[src/rtl/ring_pkg.sv]
// Shared types and helpers for the ring position monitor: FSM state encoding,
// direction constants and one-hot check/encode functions.
package ring_pkg;

  typedef enum logic [1:0] {
    IDLE  = 2'd0,
    TRACK = 2'd1,
    FAULT = 2'd2
  } ring_state_e;

  localparam logic DIR_DEC = 1'b1;
  localparam logic DIR_INC = 1'b0;

  // Helpers operate on a fixed-width word; callers zero-extend narrower rings.
  localparam int RING_MAX_W = 64;
  localparam int RING_IDX_W = 6;

  function automatic logic onehot_ok(input logic [RING_MAX_W-1:0] word);
    int cnt;
    cnt = 0;
    for (int i = 0; i < RING_MAX_W; i++) begin
      if (word[i]) cnt++;
    end
    return (cnt == 1);
  endfunction

  // Index of the lowest set bit; zero for an all-zero word.
  function automatic logic [RING_IDX_W-1:0] onehot_enc(input logic [RING_MAX_W-1:0] word);
    logic [RING_IDX_W-1:0] idx;
    idx = '0;
    for (int i = RING_MAX_W - 1; i >= 0; i--) begin
      if (word[i]) idx = RING_IDX_W'(i);
    end
    return idx;
  endfunction

endpackage

[src/rtl/ring_onehot_enc.sv]
// Combinational one-hot check plus priority encoder for a WIDTH-bit ring word.
module ring_onehot_enc
  import ring_pkg::*;
#(
  parameter int WIDTH = 8,
  parameter int POS_W = $clog2(WIDTH)
) (
  input  logic [WIDTH-1:0] word,
  output logic             legal,
  output logic [POS_W-1:0] index
);

  logic [RING_MAX_W-1:0] ext;

  always_comb begin
    ext              = '0;
    ext[WIDTH-1:0]   = word;
    legal            = onehot_ok(ext);
    index            = POS_W'(onehot_enc(ext));
  end

endmodule

[src/rtl/ring_pos_monitor.sv]
// Ring counter integrity monitor: one-hot check, position encode, direction and
// revolution tracking. Define RING_POS_MONITOR_FAULTCNT_EN to add fault_cnt.
module ring_pos_monitor
  import ring_pkg::*;
#(
  parameter int WIDTH = 8,
  parameter int REV_W = 16,
  localparam int POS_W = $clog2(WIDTH)
) (
  input  logic             clk,
  input  logic             rst,
  input  logic             en,
  input  logic [WIDTH-1:0] ring_in,
  input  logic             clr_err,
  output logic [POS_W-1:0] pos,
  output logic             pos_valid,
  output logic             dir,
  output logic             step,
  output logic [REV_W-1:0] rev_cnt,
  output logic             rev_pulse,
  output logic             err_onehot,
  output logic             err_jump
`ifdef RING_POS_MONITOR_FAULTCNT_EN
  ,
  output logic [7:0]       fault_cnt
`endif
);

  localparam logic [POS_W-1:0] POS_LAST = POS_W'(WIDTH - 1);
  localparam logic [POS_W:0]   ACC_WRAP = (POS_W + 1)'(WIDTH);

  ring_state_e      state, state_nxt;
  logic [POS_W-1:0] acc, acc_nxt;
  logic [POS_W-1:0] pos_nxt;
  logic             pos_valid_nxt, dir_nxt, step_nxt, rev_pulse_nxt;
  logic [REV_W-1:0] rev_cnt_nxt;
  logic             err_onehot_nxt, err_jump_nxt;

  logic             legal;
  logic [POS_W-1:0] idx;
  logic [POS_W-1:0] pm1, pp1;
  logic             new_dir;
  logic [POS_W:0]   acc_sum;

  ring_onehot_enc #(.WIDTH(WIDTH), .POS_W(POS_W)) u_enc (
    .word  (ring_in),
    .legal (legal),
    .index (idx)
  );

  always_comb begin
    pm1     = (pos == '0) ? POS_LAST : pos - 1'b1;
    pp1     = (pos == POS_LAST) ? '0 : pos + 1'b1;
    new_dir = (idx == pm1) ? DIR_DEC : DIR_INC;
    // A reversal restarts the count at 1; acc==0 (fresh or just wrapped) just counts on.
    acc_sum = ((new_dir != dir) && (acc != '0)) ? (POS_W + 1)'(1) : {1'b0, acc} + 1'b1;

    state_nxt      = state;
    acc_nxt        = acc;
    pos_nxt        = pos;
    pos_valid_nxt  = pos_valid;
    dir_nxt        = dir;
    step_nxt       = 1'b0;
    rev_cnt_nxt    = rev_cnt;
    rev_pulse_nxt  = 1'b0;
    err_onehot_nxt = err_onehot;
    err_jump_nxt   = err_jump;

    if (clr_err) begin
      err_onehot_nxt = 1'b0;
      err_jump_nxt   = 1'b0;
      state_nxt      = IDLE;
      pos_valid_nxt  = 1'b0;
      acc_nxt        = '0;
    end else if (en) begin
      case (state)
        IDLE: begin
          if (legal) begin
            pos_nxt       = idx;
            pos_valid_nxt = 1'b1;
            acc_nxt       = '0;
            state_nxt     = TRACK;
          end else begin
            err_onehot_nxt = 1'b1;
            state_nxt      = FAULT;
          end
        end
        TRACK: begin
          if (!legal) begin
            err_onehot_nxt = 1'b1;
            pos_valid_nxt  = 1'b0;
            state_nxt      = FAULT;
          end else if (idx == pos) begin
            step_nxt = 1'b0;
          end else if ((idx == pm1) || (idx == pp1)) begin
            step_nxt = 1'b1;
            pos_nxt  = idx;
            dir_nxt  = new_dir;
            if (acc_sum == ACC_WRAP) begin
              acc_nxt       = '0;
              rev_cnt_nxt   = rev_cnt + 1'b1;
              rev_pulse_nxt = 1'b1;
            end else begin
              acc_nxt = acc_sum[POS_W-1:0];
            end
          end else begin
            err_jump_nxt  = 1'b1;
            pos_valid_nxt = 1'b0;
            state_nxt     = FAULT;
          end
        end
        default: begin
          state_nxt = state;
        end
      endcase
    end
  end

  always_ff @(posedge clk or negedge rst) begin
    if (!rst) begin
      state      <= IDLE;
      acc        <= '0;
      pos        <= '0;
      pos_valid  <= 1'b0;
      dir        <= 1'b0;
      step       <= 1'b0;
      rev_cnt    <= '0;
      rev_pulse  <= 1'b0;
      err_onehot <= 1'b0;
      err_jump   <= 1'b0;
    end else begin
      state      <= state_nxt;
      acc        <= acc_nxt;
      pos        <= pos_nxt;
      pos_valid  <= pos_valid_nxt;
      dir        <= dir_nxt;
      step       <= step_nxt;
      rev_cnt    <= rev_cnt_nxt;
      rev_pulse  <= rev_pulse_nxt;
      err_onehot <= err_onehot_nxt;
      err_jump   <= err_jump_nxt;
    end
  end

`ifdef RING_POS_MONITOR_FAULTCNT_EN
  // Counts entries into FAULT; survives clr_err so repeated faults stay visible.
  always_ff @(posedge clk or negedge rst) begin
    if (!rst) begin
      fault_cnt <= '0;
    end else if ((state != FAULT) && (state_nxt == FAULT) && (fault_cnt != 8'hFF)) begin
      fault_cnt <= fault_cnt + 1'b1;
    end
  end
`else
  // No fault counter in this build.
`endif

endmodule

[config.mk]
export PLATFORM = sky130hd
export DESIGN_NAME = ring_pos_monitor
export DESIGN_NICKNAME = d
export VERILOG_FILES = /design/src/rtl/ring_pkg.sv /design/src/rtl/ring_onehot_enc.sv /design/src/rtl/ring_pos_monitor.sv
export SDC_FILE = /design/constraint.sdc
export NUM_CORES = 1
export LEC_CHECK = 0
export ABC_AREA = 1
export BUFFER_PORTS_ARGS = -buffer_cell sky130_fd_sc_hd__clkbuf_2
export CAP_MARGIN = 0
export CORE_MARGIN = 10
export CORE_UTILIZATION = 57
export DETAILED_ROUTE_END_ITERATION = 12
export MAX_ROUTING_LAYER = met4
export PLACE_DENSITY = 0.89
export REMOVE_ABC_BUFFERS = 1
export SYNTH_ARGS = -nofsm -noshare
export SYNTH_HDL_FRONTEND = slang
export SYNTH_SLANG_ARGS = --single-unit
[constraint.sdc]
create_clock -name clk -period 3 [get_ports clk]
set_input_delay 0.6 -clock clk [delete_from_list [all_inputs] [get_ports clk]]
set_output_delay 0.6 -clock clk [all_outputs]
set_load 0.1 [all_outputs]
==> flow_results.xml <==
<?xml version="1.0" encoding="UTF-8"?>
<metrics>
  <group name="outcome">
    <metric name="status" unit="">finished, violations left</metric>
    <metric name="failed_checks" unit="">setup timing</metric>
  </group>
  <group name="placed_design">
    <metric name="place.gp.congestion" unit="">0.9103</metric>
    <metric name="place.detailed.instances" unit="">484</metric>
    <metric name="place.port_buffers" unit="">36</metric>
    <metric name="placedInstanceArea" unit="µm²">2869</metric>
    <metric name="detailedPlacementHpwl" unit="µm">4662</metric>
  </group>
  <group name="die">
    <metric name="chipHeight" unit="µm">85.16</metric>
    <metric name="dieWidth" unit="µm">85.16</metric>
    <metric name="boundaryPins" unit="">37</metric>
    <metric name="initial_utilization" unit="">0.5964</metric>
    <metric name="fp.coreArea" unit="µm²">4058</metric>
    <metric name="fp.dieArea" unit="µm²">7251</metric>
    <metric name="rows" unit="">23</metric>
  </group>
  <group name="synth">
    <metric name="synth-edff-count" unit="">0</metric>
    <metric name="synthesis.instances" unit="">371</metric>
    <metric name="synth_top_flop_cell" unit="">sky130_fd_sc_hd__dfrtp_1</metric>
    <metric name="synth.lib_cells_used.distinct" unit="">29</metric>
    <metric name="syn_area" unit="µm²">2420</metric>
    <metric name="asyncSetResetFlopFracSynth" unit="">1.000</metric>
    <metric name="synth.yosys.warnings" unit="">0</metric>
    <metric name="ys_seq_area_frac" unit="">0.3102</metric>
    <metric name="yosys_register_bits" unit="">30</metric>
    <metric name="syn_area_per_cell" unit="µm²">6.522</metric>
  </group>
  <group name="job">
    <metric name="max_cap_viol_count" unit="">0</metric>
  </group>
  <group name="layout">
    <metric name="antenna_cells" unit="">0</metric>
    <metric name="area_growth_syn_to_layout" unit="%">42.66</metric>
    <metric name="drive_gt1_frac" unit="">0.3537</metric>
    <metric name="final-instance-count-excl-fill" unit="">508</metric>
    <metric name="design.final.nets" unit="">483</metric>
    <metric name="final_core_utilization" unit="">0.8508</metric>
    <metric name="mostFrequentLayoutCells" unit="">sky130_fd_sc_hd__nand2_1, sky130_fd_sc_hd__inv_1, sky130_fd_sc_hd__buf_4</metric>
    <metric name="fillcell_total" unit="">198</metric>
    <metric name="finalInstanceArea" unit="µm²">3452</metric>
    <metric name="layout.cells.most_common" unit="">sky130_fd_sc_hd__nand2_1</metric>
  </group>
  <group name="critical_path">
    <metric name="timing.critical_path.arrival" unit="ps">4680</metric>
    <metric name="critical_path_required" unit="ps">3230</metric>
    <metric name="crit_slowest_cell" unit="">sky130_fd_sc_hd__ha_4</metric>
    <metric name="cp_max_fo" unit="">3</metric>
    <metric name="setup.worst_path.class" unit="">primary input to flop</metric>
    <metric name="rr_startpoint" unit="">pos[0]</metric>
    <metric name="regToRegSetupSlack" unit="ps">330</metric>
    <metric name="category_of_the_worst_setup_path_launch_point" unit="">primary input</metric>
    <metric name="critical_path.endpoint_type" unit="">flop</metric>
    <metric name="worstReg2RegEnd" unit="">rev_cnt[5]</metric>
    <metric name="cells_on_worst_reg2reg_path" unit="">14</metric>
    <metric name="cp_slowest_stage_delay" unit="ps">270</metric>
  </group>
  <group name="detailed_routing">
    <metric name="first_pass_iters" unit="">5</metric>
    <metric name="drt_iter0_markers" unit="">385</metric>
    <metric name="wl_met1" unit="µm">2929</metric>
    <metric name="post_drt_via_cell_ratio" unit="">5.843</metric>
    <metric name="wire_per_inst" unit="µm">16.69</metric>
    <metric name="routed_wirelength" unit="µm">8481</metric>
    <metric name="detail_route.drc_violations" unit="">0</metric>
    <metric name="met3_length" unit="µm">710</metric>
    <metric name="route.vias.total" unit="">2968</metric>
    <metric name="wl_met2" unit="µm">4344</metric>
    <metric name="ant_nets" unit="">0</metric>
    <metric name="top_signal_layer_used" unit="">met4</metric>
  </group>
  <group name="timing">
    <metric name="final.min_clock_period" unit="ps">4453</metric>
    <metric name="slew_headroom" unit="">0.5071</metric>
    <metric name="setup_repair_after_global_routing_missed_its_margin" unit="">true</metric>
    <metric name="worst_slew_pin_tran" unit="ps">739.4</metric>
    <metric name="finalSetupTns" unit="ps">-40900</metric>
    <metric name="finalHoldViolCount" unit="">0</metric>
    <metric name="achievable-frequency" unit="GHz">0.2246</metric>
    <metric name="timing.final.setup_violations" unit="">30</metric>
    <metric name="setup_slack" unit="ps">-1453</metric>
    <metric name="fraction_of_the_cycle_the_final_worst_path_needs" unit="">1.484</metric>
    <metric name="pins_over_slew_limit" unit="">0</metric>
    <metric name="clk_skew" unit="ps">5.807</metric>
  </group>
  <group name="clocking">
    <metric name="cts.reportedPaths.clkPinSlew" unit="ps">70</metric>
    <metric name="cts_num_sinks" unit="">30</metric>
    <metric name="cts_buffer_depth" unit="">2</metric>
    <metric name="root_buf_cell" unit="">sky130_fd_sc_hd__clkbuf_8</metric>
    <metric name="cts_tree" unit="">yes</metric>
    <metric name="numCtsBuffers" unit="">5</metric>
    <metric name="holdBufCountCts" unit="">0</metric>
    <metric name="clk_latency" unit="ps">290</metric>
    <metric name="htreeDepth" unit="">2</metric>
  </group>
  <group name="global_routing">
    <metric name="grt_antenna_before_repair" unit="">0</metric>
    <metric name="grt_start_max_net_pins" unit="">31</metric>
    <metric name="number_of_global_route_vias_before_repair" unit="">2797</metric>
    <metric name="globalRouteOverflowTotal" unit="">0</metric>
    <metric name="grt_pass1_wl" unit="µm">12360</metric>
    <metric name="track_usage" unit="">0.2082</metric>
  </group>
  <group name="pwr">
    <metric name="totalPowerFinal" unit="µW">1644</metric>
    <metric name="max-vdd-ir-drop" unit="µV">350.2</metric>
    <metric name="leakage" unit="µW">0.001869</metric>
    <metric name="cellPowerDensity" unit="nW/µm²">476.3</metric>
  </group>
  <group name="hold_path">
    <metric name="hold_class" unit="">primary input to async pin</metric>
  </group>
</metrics>
per-stage QoR:
stage | setup slack, ps | hold WS, ps
global route | -1565 | 427.0
CTS | -1347 | 383.9
floorplan | -2473 | 304.4
detailed placement | -2296 | 485.6
finish | -1453 | 357.6
global placement | -2077 | 479.0
what timing repair did:
action / in CTS / in global routing
setup buffers: 15 / 4
endpoints found under the setup margin: 30 / 30
gates resized for setup: 58 / 44
pin swaps: 23 / 22
synth_stat cells, types with 4 or more instances:
| cell type | instances | share of area |
|---|---|---|
| sky130_fd_sc_hd__nand2_1 | 136 | 0.21 |
| sky130_fd_sc_hd__inv_1 | 55 | 0.085 |
| sky130_fd_sc_hd__nand3_1 | 39 | 0.081 |
| sky130_fd_sc_hd__dfrtp_1 | 30 | 0.31 |
| sky130_fd_sc_hd__nor2_1 | 30 | 0.047 |
| sky130_fd_sc_hd__ha_1 | 14 | 0.072 |
| sky130_fd_sc_hd__xor2_1 | 12 | 0.043 |
| sky130_fd_sc_hd__nand4_1 | 6 | 0.016 |
| sky130_fd_sc_hd__o21ai_0 | 5 | 0.010 |
| sky130_fd_sc_hd__xnor2_1 | 5 | 0.018 |
| sky130_fd_sc_hd__a21oi_1 | 4 | 0.0083 |
| sky130_fd_sc_hd__nand3b_1 | 4 | 0.012 |
| sky130_fd_sc_hd__nor3_1 | 4 | 0.0083 |
| sky130_fd_sc_hd__o21ai_2 | 4 | 0.014 |
flip-flops by register name (all words and copies together) (netlist names):
name,cells
acc,3
dir,1
err_jump,1
err_onehot,1
pos,3
pos_valid,1
rev_cnt,16
rev_pulse,1
state,2
step,1
cells by family (layout without fill, tap and decap cells):
logic type,after synthesis,count (layout),share of synthesized area
buf+inv,60,147,0.09772
simple gates,231,231,0.4095
compound gates,19,19,0.04860
flops,30,30,0.3102
xor+xnor,17,17,0.06153
fa+ha+maj,14,14,0.07239
layer usage:
| layer | up-vias | GRT usage |
|---|---|---|
| li1 | 1340 | - |
| met1 | 1372 | 0.2114 |
| met2 | 192 | 0.3651 |
| met3 | 64 | 0.03920 |
| met4 | 0 | 0.1198 |
| met5 | - | - |
power by group:
part           internal [µW]  switching, µW  total [µW]
Sequential               428           33.4         462
Clock                    185            163         348
Combinational            306            529         835
Total                    919            726        1640
layout make-up:
type	instances	area (µm²)	area share
inverters	56	222.7	0.06452
repair buffers	83	590.6	0.1711
well taps	50	62.56	0.01812
clock buffers	7	86.33	0.02501
clock inverters	1	5.005	0.001450
multi-input cells	281	1734	0.5024
flip-flops and latches	30	750.7	0.2175
worst max path at each step:
stage / from / endpoint / slack [ps] / cells after the start
2_1_floorplan: ring_in[0] / rev_cnt[2] / -2470 / 31
3_3_place_gp: ring_in[0] / rev_cnt[1] / -2080 / 34
3_5_place_dp: ring_in[0] / rev_cnt[0] / -2300 / 34
4_1_cts: ring_in[1] / rev_cnt[0] / -1350 / 34
5_1_grt: ring_in[1] / pos_valid / -1570 / 33
6_report: ring_in[1] / pos_valid / -1450 / 33
worst max-delay path: cells and delay by family:
kind	cells	cell delay, ps
AO/OA/AOI/OAI	1	130
adder cells (fa/ha/maj)	6	1270
buffers and inverters	10	790
AND/OR/NAND/NOR	16	1870
No activity file was read; power rests on OpenSTA's default activity.
